### config.mk
export PLATFORM = sky130hd
export DESIGN_NAME = lfsr_search_ctrl
export DESIGN_NICKNAME = d
export VERILOG_FILES = /design/src/rtl/lfsr_search_ctrl.sv
export SDC_FILE = /design/constraint.sdc
export NUM_CORES = 1
export LEC_CHECK = 0
export CAP_MARGIN = 10
export CORE_MARGIN = 2
export CORE_UTILIZATION = 40
export CTS_CLUSTER_SIZE = 14
export DETAILED_ROUTE_END_ITERATION = 10
export MAX_ROUTING_LAYER = met4
export PLACE_DENSITY = 0.79
export SYNTH_ARGS = -nofsm -noshare
export SYNTH_HDL_FRONTEND = slang
export SYNTH_SLANG_ARGS = --single-unit
### constraint.sdc
create_clock -name clk_72MHz -period 2.6 [get_ports clk_72MHz]
set_clock_uncertainty 0.05 [all_clocks]
set_input_delay 0.52 -clock clk_72MHz [delete_from_list [all_inputs] [get_ports clk_72MHz]]
set_output_delay 0.52 -clock clk_72MHz [all_outputs]
set_load 0.01 [all_outputs]
### src/rtl/lfsr_search_ctrl.sv
// -----------------------------------------------------------------------------
// lfsr_search_ctrl
//
// Shares one external LFSR between NUM_REQ photodiode bit decoders. Each
// request carries a captured 17-bit word and a polynomial select. The block
// runs the LFSR from START_DATA until its value equals that word, then reports
// the iteration count (the sweep offset). If no match is found by MAX_ITER
// steps, it reports a timeout instead. Requesters are served one at a time,
// in round-robin order.
//
// Ports
//   clk_72MHz        system clock, everything on the rising edge
//   rst_n            synchronous active-low reset
//   req_valid        per-requester request pending
//   req_target       per-requester captured word, requester i at [17*i +: 17]
//   req_poly_sel     per-requester polynomial select (0 = POLY_A, 1 = POLY_B)
//   req_ready        one-hot grant; a handshake is valid & ready
//   lfsr_polynomial  polynomial driven to the LFSR, latched at the handshake
//   lfsr_start_data  seed driven to the LFSR (constant START_DATA)
//   lfsr_enable      registered run enable for the LFSR
//   lfsr_value       current LFSR value
//   lfsr_iteration   current LFSR iteration number
//   resp_valid       one-cycle result pulse, no backpressure
//   resp_id          requester index of the result
//   resp_found       1 = match, 0 = timeout
//   resp_offset      iteration count at the match, or MAX_ITER on timeout
// -----------------------------------------------------------------------------
module lfsr_search_ctrl #(
    parameter int          NUM_REQ    = 4,
    parameter int          ID_W       = $clog2(NUM_REQ),
    parameter logic [16:0] POLY_A     = 17'h1D258,
    parameter logic [16:0] POLY_B     = 17'h17E04,
    parameter logic [16:0] START_DATA = 17'h00001,
    parameter logic [16:0] MAX_ITER   = 17'h1FFFF
) (
    input  logic                    clk_72MHz,
    input  logic                    rst_n,
    input  logic [NUM_REQ-1:0]      req_valid,
    input  logic [NUM_REQ*17-1:0]   req_target,
    input  logic [NUM_REQ-1:0]      req_poly_sel,
    output logic [NUM_REQ-1:0]      req_ready,
    output logic [16:0]             lfsr_polynomial,
    output logic [16:0]             lfsr_start_data,
    output logic                    lfsr_enable,
    input  logic [16:0]             lfsr_value,
    input  logic [16:0]             lfsr_iteration,
    output logic                    resp_valid,
    output logic [ID_W-1:0]         resp_id,
    output logic                    resp_found,
    output logic [16:0]             resp_offset
);

    // COOL keeps the enable low long enough for the un-reset LFSR to return to
    // idle. WAIT1/WAIT2 cover the LFSR load latency before the first compare.
    typedef enum logic [2:0] {
        COOL,
        IDLE,
        WAIT1,
        WAIT2,
        SEARCH,
        RESP
    } state_t;

    state_t          state, state_next;
    logic            cool_cnt;
    logic [ID_W-1:0] rr_ptr;
    logic [ID_W-1:0] win_idx;
    logic            grant_any;
    logic [16:0]     win_target;
    logic            win_poly;
    logic [16:0]     target_q;
    logic [ID_W-1:0] id_q;
    logic            hit;
    logic            at_max;
    logic            handshake;
    logic            search_done;

    assign lfsr_start_data = START_DATA;

    // Index arithmetic modulo NUM_REQ. This works for any count, not only
    // powers of two. Both arguments are below NUM_REQ.
    function automatic logic [ID_W-1:0] wrap_idx(input int base, input int offset);
        int sum;
        sum = base + offset;
        if (sum >= NUM_REQ) sum = sum - NUM_REQ;
        return ID_W'(sum);
    endfunction

    // Round-robin pick. The loop scans from farthest to nearest, so the valid
    // requester closest at or after rr_ptr is assigned last and wins.
    // NOTE: every signal driven in an always_comb gets a default before any
    // conditional assignment; otherwise synthesis infers a latch.
    always_comb begin
        grant_any = 1'b0;
        win_idx   = '0;
        for (int i = NUM_REQ - 1; i >= 0; i--) begin
            if (req_valid[wrap_idx(int'(rr_ptr), i)]) begin
                grant_any = 1'b1;
                win_idx   = wrap_idx(int'(rr_ptr), i);
            end
        end
    end

    always_comb begin
        win_target = '0;
        win_poly   = 1'b0;
        for (int i = 0; i < NUM_REQ; i++) begin
            if (ID_W'(i) == win_idx) begin
                win_target = req_target[17*i +: 17];
                win_poly   = req_poly_sel[i];
            end
        end
    end

    assign hit         = (lfsr_value == target_q);
    assign at_max      = (lfsr_iteration == MAX_ITER);
    assign handshake   = (state == IDLE) && grant_any;
    assign search_done = (state == SEARCH) && (hit || at_max);

    always_comb begin
        state_next = state;
        req_ready  = '0;
        case (state)
            COOL:    if (cool_cnt) state_next = IDLE;
            IDLE: begin
                if (grant_any) begin
                    req_ready[win_idx] = 1'b1;
                    state_next         = WAIT1;
                end
            end
            WAIT1:   state_next = WAIT2;
            WAIT2:   state_next = SEARCH;
            SEARCH:  if (hit || at_max) state_next = RESP;
            RESP:    state_next = COOL;
            default: state_next = COOL;
        endcase
    end

    // NOTE: sequential state uses non-blocking assignments only. That way every
    // flop samples the values from before the edge, whatever the statement order.
    always_ff @(posedge clk_72MHz) begin
        if (!rst_n) begin
            state           <= COOL;
            cool_cnt        <= 1'b0;
            rr_ptr          <= '0;
            lfsr_enable     <= 1'b0;
            lfsr_polynomial <= '0;
            resp_valid      <= 1'b0;
            resp_id         <= '0;
            resp_found      <= 1'b0;
            resp_offset     <= '0;
        end else begin
            state      <= state_next;
            cool_cnt   <= (state == COOL) && !cool_cnt;
            resp_valid <= 1'b0;
            if (handshake) begin
                rr_ptr          <= wrap_idx(int'(win_idx), 1);
                lfsr_enable     <= 1'b1;
                lfsr_polynomial <= win_poly ? POLY_B : POLY_A;
            end
            // A match on the final iteration still counts as found.
            if (search_done) begin
                lfsr_enable <= 1'b0;
                resp_valid  <= 1'b1;
                resp_id     <= id_q;
                resp_found  <= hit;
                resp_offset <= hit ? lfsr_iteration : MAX_ITER;
            end
        end
    end

    // NOTE: the request payload registers have no reset. They are only read
    // after a handshake has loaded them, so a reset would add logic for nothing.
    always_ff @(posedge clk_72MHz) begin
        if (handshake) begin
            target_q <= win_target;
            id_q     <= win_idx;
        end
    end

endmodule
==> implementation parameters, run 1 <==
Parameter                              Value

Status
  Outcome ... complete, no violations

Final layout
  Fraction of final layout cells with drive strength greater than 1 ... between 10% and 20%
  Area occupied by registers ... roughly 0.0012 sq mm
  Number of filler cells placed in the layout ... about 690
  Antenna cell count ... 0
  Net count of the finished layout ... around 630
  Area used by multi-input combinational logic ... around 0.0017 sq mm
  Fin area ... 0.00489 sq mm
  Final Core Density ... between 60 and 70%
  Syn-to-layout area delta ... 50.4%

Synth
  Fraction of the mapped netlist area in adder cells ... between 1.5 and 2%
  Top area cells in the synthesized netlist ... sky130_fd_sc_hd__dfxtp_1 19%, sky130_fd_sc_hd__edfxtp_1 18%, sky130_fd_sc_hd__buf_4 7.2%, sky130_fd_sc_hd__a211oi_2 6.5%, sky130_fd_sc_hd__o21ai_0 5.2%
  Count leader, synth ... sky130_fd_sc_hd__o21ai_0
  Unique masters post-synth ... 47
  Portion of synthesized cell area occupied by the leading cell type ... a little under a fifth
  Fraction of the mapped netlist area in simple logic gates ... roughly 20%
  Count of flip-flops with a built-in enable after synthesis ... 19
  Share of synthesized area spent on multiplexers ... 0%
  Synth Instances ... 370
  Combinational family with the most area after synthesis ... compound AO/OA/AOI/OAI gates
  Yosys Warn Count ... 0
  Area leader, netlist ... sky130_fd_sc_hd__dfxtp_1
  Asr flop ratio synth ... 0%
  Mean cell area of the mapped netlist ... between 8 and 9 sq um
  Most used flip-flop cell after synthesis ... sky130_fd_sc_hd__dfxtp_1
  Post-synthesis share of cell area spent on xor and xnor gates ... between 4 and 5%
  Seq/Total Area, Yosys ... 36.6%
  Cell area after technology mapping ... ~0.0033 sq mm
  Synth cell count leaders ... 34 x sky130_fd_sc_hd__o21ai_0, 31 x sky130_fd_sc_hd__buf_4, 31 x sky130_fd_sc_hd__dfxtp_1
  Post-synthesis register bit count ... 50
  Fraction of the mapped netlist area in compound gates ... roughly a quarter

Die
  Std-Cell Rows ... 32
  DIE AREA ... 0.00887 sq mm
  Core Footprint ... 0.00781 sq mm
  Horiz. Die Dim ... about 94 um
  Overall die height ... approximately 94 um
  Effective utilization at floorplan ... between 40% and 50%
  Number of ports placed on the die boundary ... roughly 170

Clock network
  Clock net sink count ... 50
  Clock root buffer ... sky130_fd_sc_hd__clkbuf_8
  Number of clock buffers inserted by TritonCTS ... 5
  Latest clock arrival within the worst-skew pair ... around 0.30 ns
  Maximum level of the CTS H-tree ... 2
  CTS tree ... done
  Cts-stage hold buffer count ... 0
  Clock Path Buffers ... 2
  Clock transition at the registers of the reported paths ... roughly 0.080 ns
  Post-CTS repair timing setup buffer count ... 0

Drt
  Count of vias placed by the detailed router ... ~3100
  Iteration count of the initial detailed-routing pass ... 4
  Final routed wirelength across all metal layers ... slightly below 9 mm
  Initial DRC Count ... 73
  DRC Markers ... 0
  Vias per cell ... a little over 5
  Wire per inst ... between 10 and 15 um
  Antenna-violating nets left ... 0

Placed design
  DPL Wire Length ... between 7 and 8 mm
  Global placer's final weighted congestion ... 0.883
  Placement-stage cell area ... between 0.004 and 0.005 sq mm
  Count of input and output buffers ... between 100 and 150

Timing
  Final count of hold timing violations ... 0
  Fmax ... ~400 MHz
  RSZ-0062 raised after global routing ... yes
  Post-Route Hold Slack ... about 0.43 ns
  Max Slew Vio Count ... 0
  Total Neg Setup Slack ... 0 ns
  Setup Viol. Count Final ... 0
  Final Cycle Share ... 95.7%
  Final Critical Period ... around 2.5 ns

Critical path
  Slowest Stage Delay on Critical Path ... about 0.32 ns
  CP startpoint kind ... input pin
  Category of the most critical setup path ... input pin to primary output
  Maximum fanout count along the critical path ... 3
  Nature of the critical path endpoint ... primary output
  Crit path required time ... between 2 and 2.5 ns
  Critical-path cell list ... dlygate4sd2_1, inv_2, o22ai_1, a211o_1, inv_1, ha_1, and2_1, clkdlybuf4s15_1
  Slowest cell on the critical path ... sky130_fd_sc_hd__a211o_1
  Depth of the most critical reg-to-reg path ... 12
  Critical path data arrival time ... around 1.9 ns

Worst hold path
  Depth of the worst hold-timing path ... 2
  Hold Path Class ... flop to flop

GRT
  Initial antenna violation count ... 0
  Wire length of the first global-routing pass ... about 14 mm
  Vias in the first global route ... between 2000 and 3000
  Congestion Overflow GR ... 0
  Global-route usage over all layers ... 20.6%
  Largest net degree at the start of global routing ... 37

Power
  Maximum VDD drop ... roughly 0.41 mV
  Overall Power ... approximately 0.0032 W
  Pwr per Cell Area ... about 650 mW/mm^2
  Leak Pwr ... roughly 1.7 nW

Job
  Number of max-cap violations ... 0
==> path summary, 6_finish.rpt <==
kind	from	endpoint	slack [ns]
min	resp_offset[3]	resp_offset[3]	0.43
min reg2reg	resp_offset[3]	resp_offset[3]	0.43
max reg2reg	rr_ptr[0]	target_q[1]	0.26
max	req_valid[2]	req_ready[3]	0.11
==> kinds of logic after synthesis <==
family	Yosys count
other	2
adder cells (fa/ha/maj)	4
XOR/XNOR	17
AO/OA/AOI/OAI	109
flip-flops	50
buffers and inverters	76
AND/OR/NAND/NOR	112
==> cells in the final DEF, fill, tap and decap left out, drive strengths merged, types with 2 or more instances in the layout <==
| master | instances |
|---|---|
| buf | 19 |
| and2 | 5 |
| xor2 | 17 |
| nand3b | 2 |
| a21oi | 26 |
| nor4 | 9 |
| ha | 4 |
| conb | 22 |
| a211o | 3 |
| dlygate4sd2 | 3 |
| edfxtp | 19 |
| o221a | 2 |
| nor2b | 5 |
| nand3 | 8 |
| nand2 | 22 |
| clkdlybuf4s50 | 141 |
| inv | 23 |
| a22oi | 16 |
| nand2b | 4 |
| dfxtp | 31 |
| clkbuf | 9 |
| and3 | 2 |
| nor3 | 22 |
| a211oi | 19 |
| clkdlybuf4s15 | 2 |
| and4 | 2 |
| o21ai | 35 |
| nand4 | 2 |
| nor2 | 29 |
| o22ai | 2 |
==> through the flow <==
step,std cells,setup WS (ns)
2_1_floorplan,390,0.0397
3_3_place_gp,607,-0.468
3_5_place_dp,607,-0.492
4_1_cts,615,0.00521
5_1_grt,615,-0.00562
6_report,615,0.111
==> layout make-up <==
class | count | area share, %
Clock buffer | 6 | 1.69
Clock inverter | 2 | 0.256
Inverter | 23 | 1.76
Multi-Input combinational cell | 264 | 35.4
Sequential cell | 50 | 24.3
Tap cell | 102 | 2.61
Timing Repair Buffer | 168 | 33.9
==> registers in the layout, indices dropped and copies added (netlist names) <==
name / count
cool_cnt: 1
id_q: 2
lfsr_enable: 1
lfsr_polynomial: 3
resp_found: 1
resp_id: 2
resp_offset: 17
resp_valid: 1
rr_ptr: 2
state: 3
target_q: 17
==> worst max-delay path: cells and delay by family <==
| family | cells | cell delay [ns] |
|---|---|---|
| AO/OA/AOI/OAI | 2 | 0.39 |
| adder cells (fa/ha/maj) | 1 | 0.18 |
| AND/OR/NAND/NOR | 1 | 0.14 |
| buffers and inverters | 4 | 0.69 |
==> power by group <==
| group | internal [W] | switching, W |
|---|---|---|
| sequential | 0.00106 | 0.000117 |
| clock | 0.000214 | 0.000255 |
| combinational | 0.000742 | 0.000775 |
| total | 0.00202 | 0.00115 |
==> routing by layer <==
| layer | vias up | part of all wire, % | GRT usage (%) |
|---|---|---|---|
| met3 | 10 | 7.1 | 4.25 |
| met4 | 0 | 1.7 | 5.43 |
| met5 | - | 0 | - |
| met1 | 1455 | 41 | 23.5 |
| li1 | 1545 | - | - |
| met2 | 138 | 50 | 36.9 |
==> what timing repair did <==
action,in CTS,in global routing
cloned,0,0
setup endpoints to repair,22,21
hold endpoints to repair,0,0
gates resized for setup,12,12
pin swaps,0,2
Note: power is estimated with default switching activity, not from simulation.
==> inputs of run 2 (changes only) <==
- SLEW_MARGIN: unset -> 20
==> results of run 2 <==
The final DEF is identical to that of run 1; final timing and power are the same.
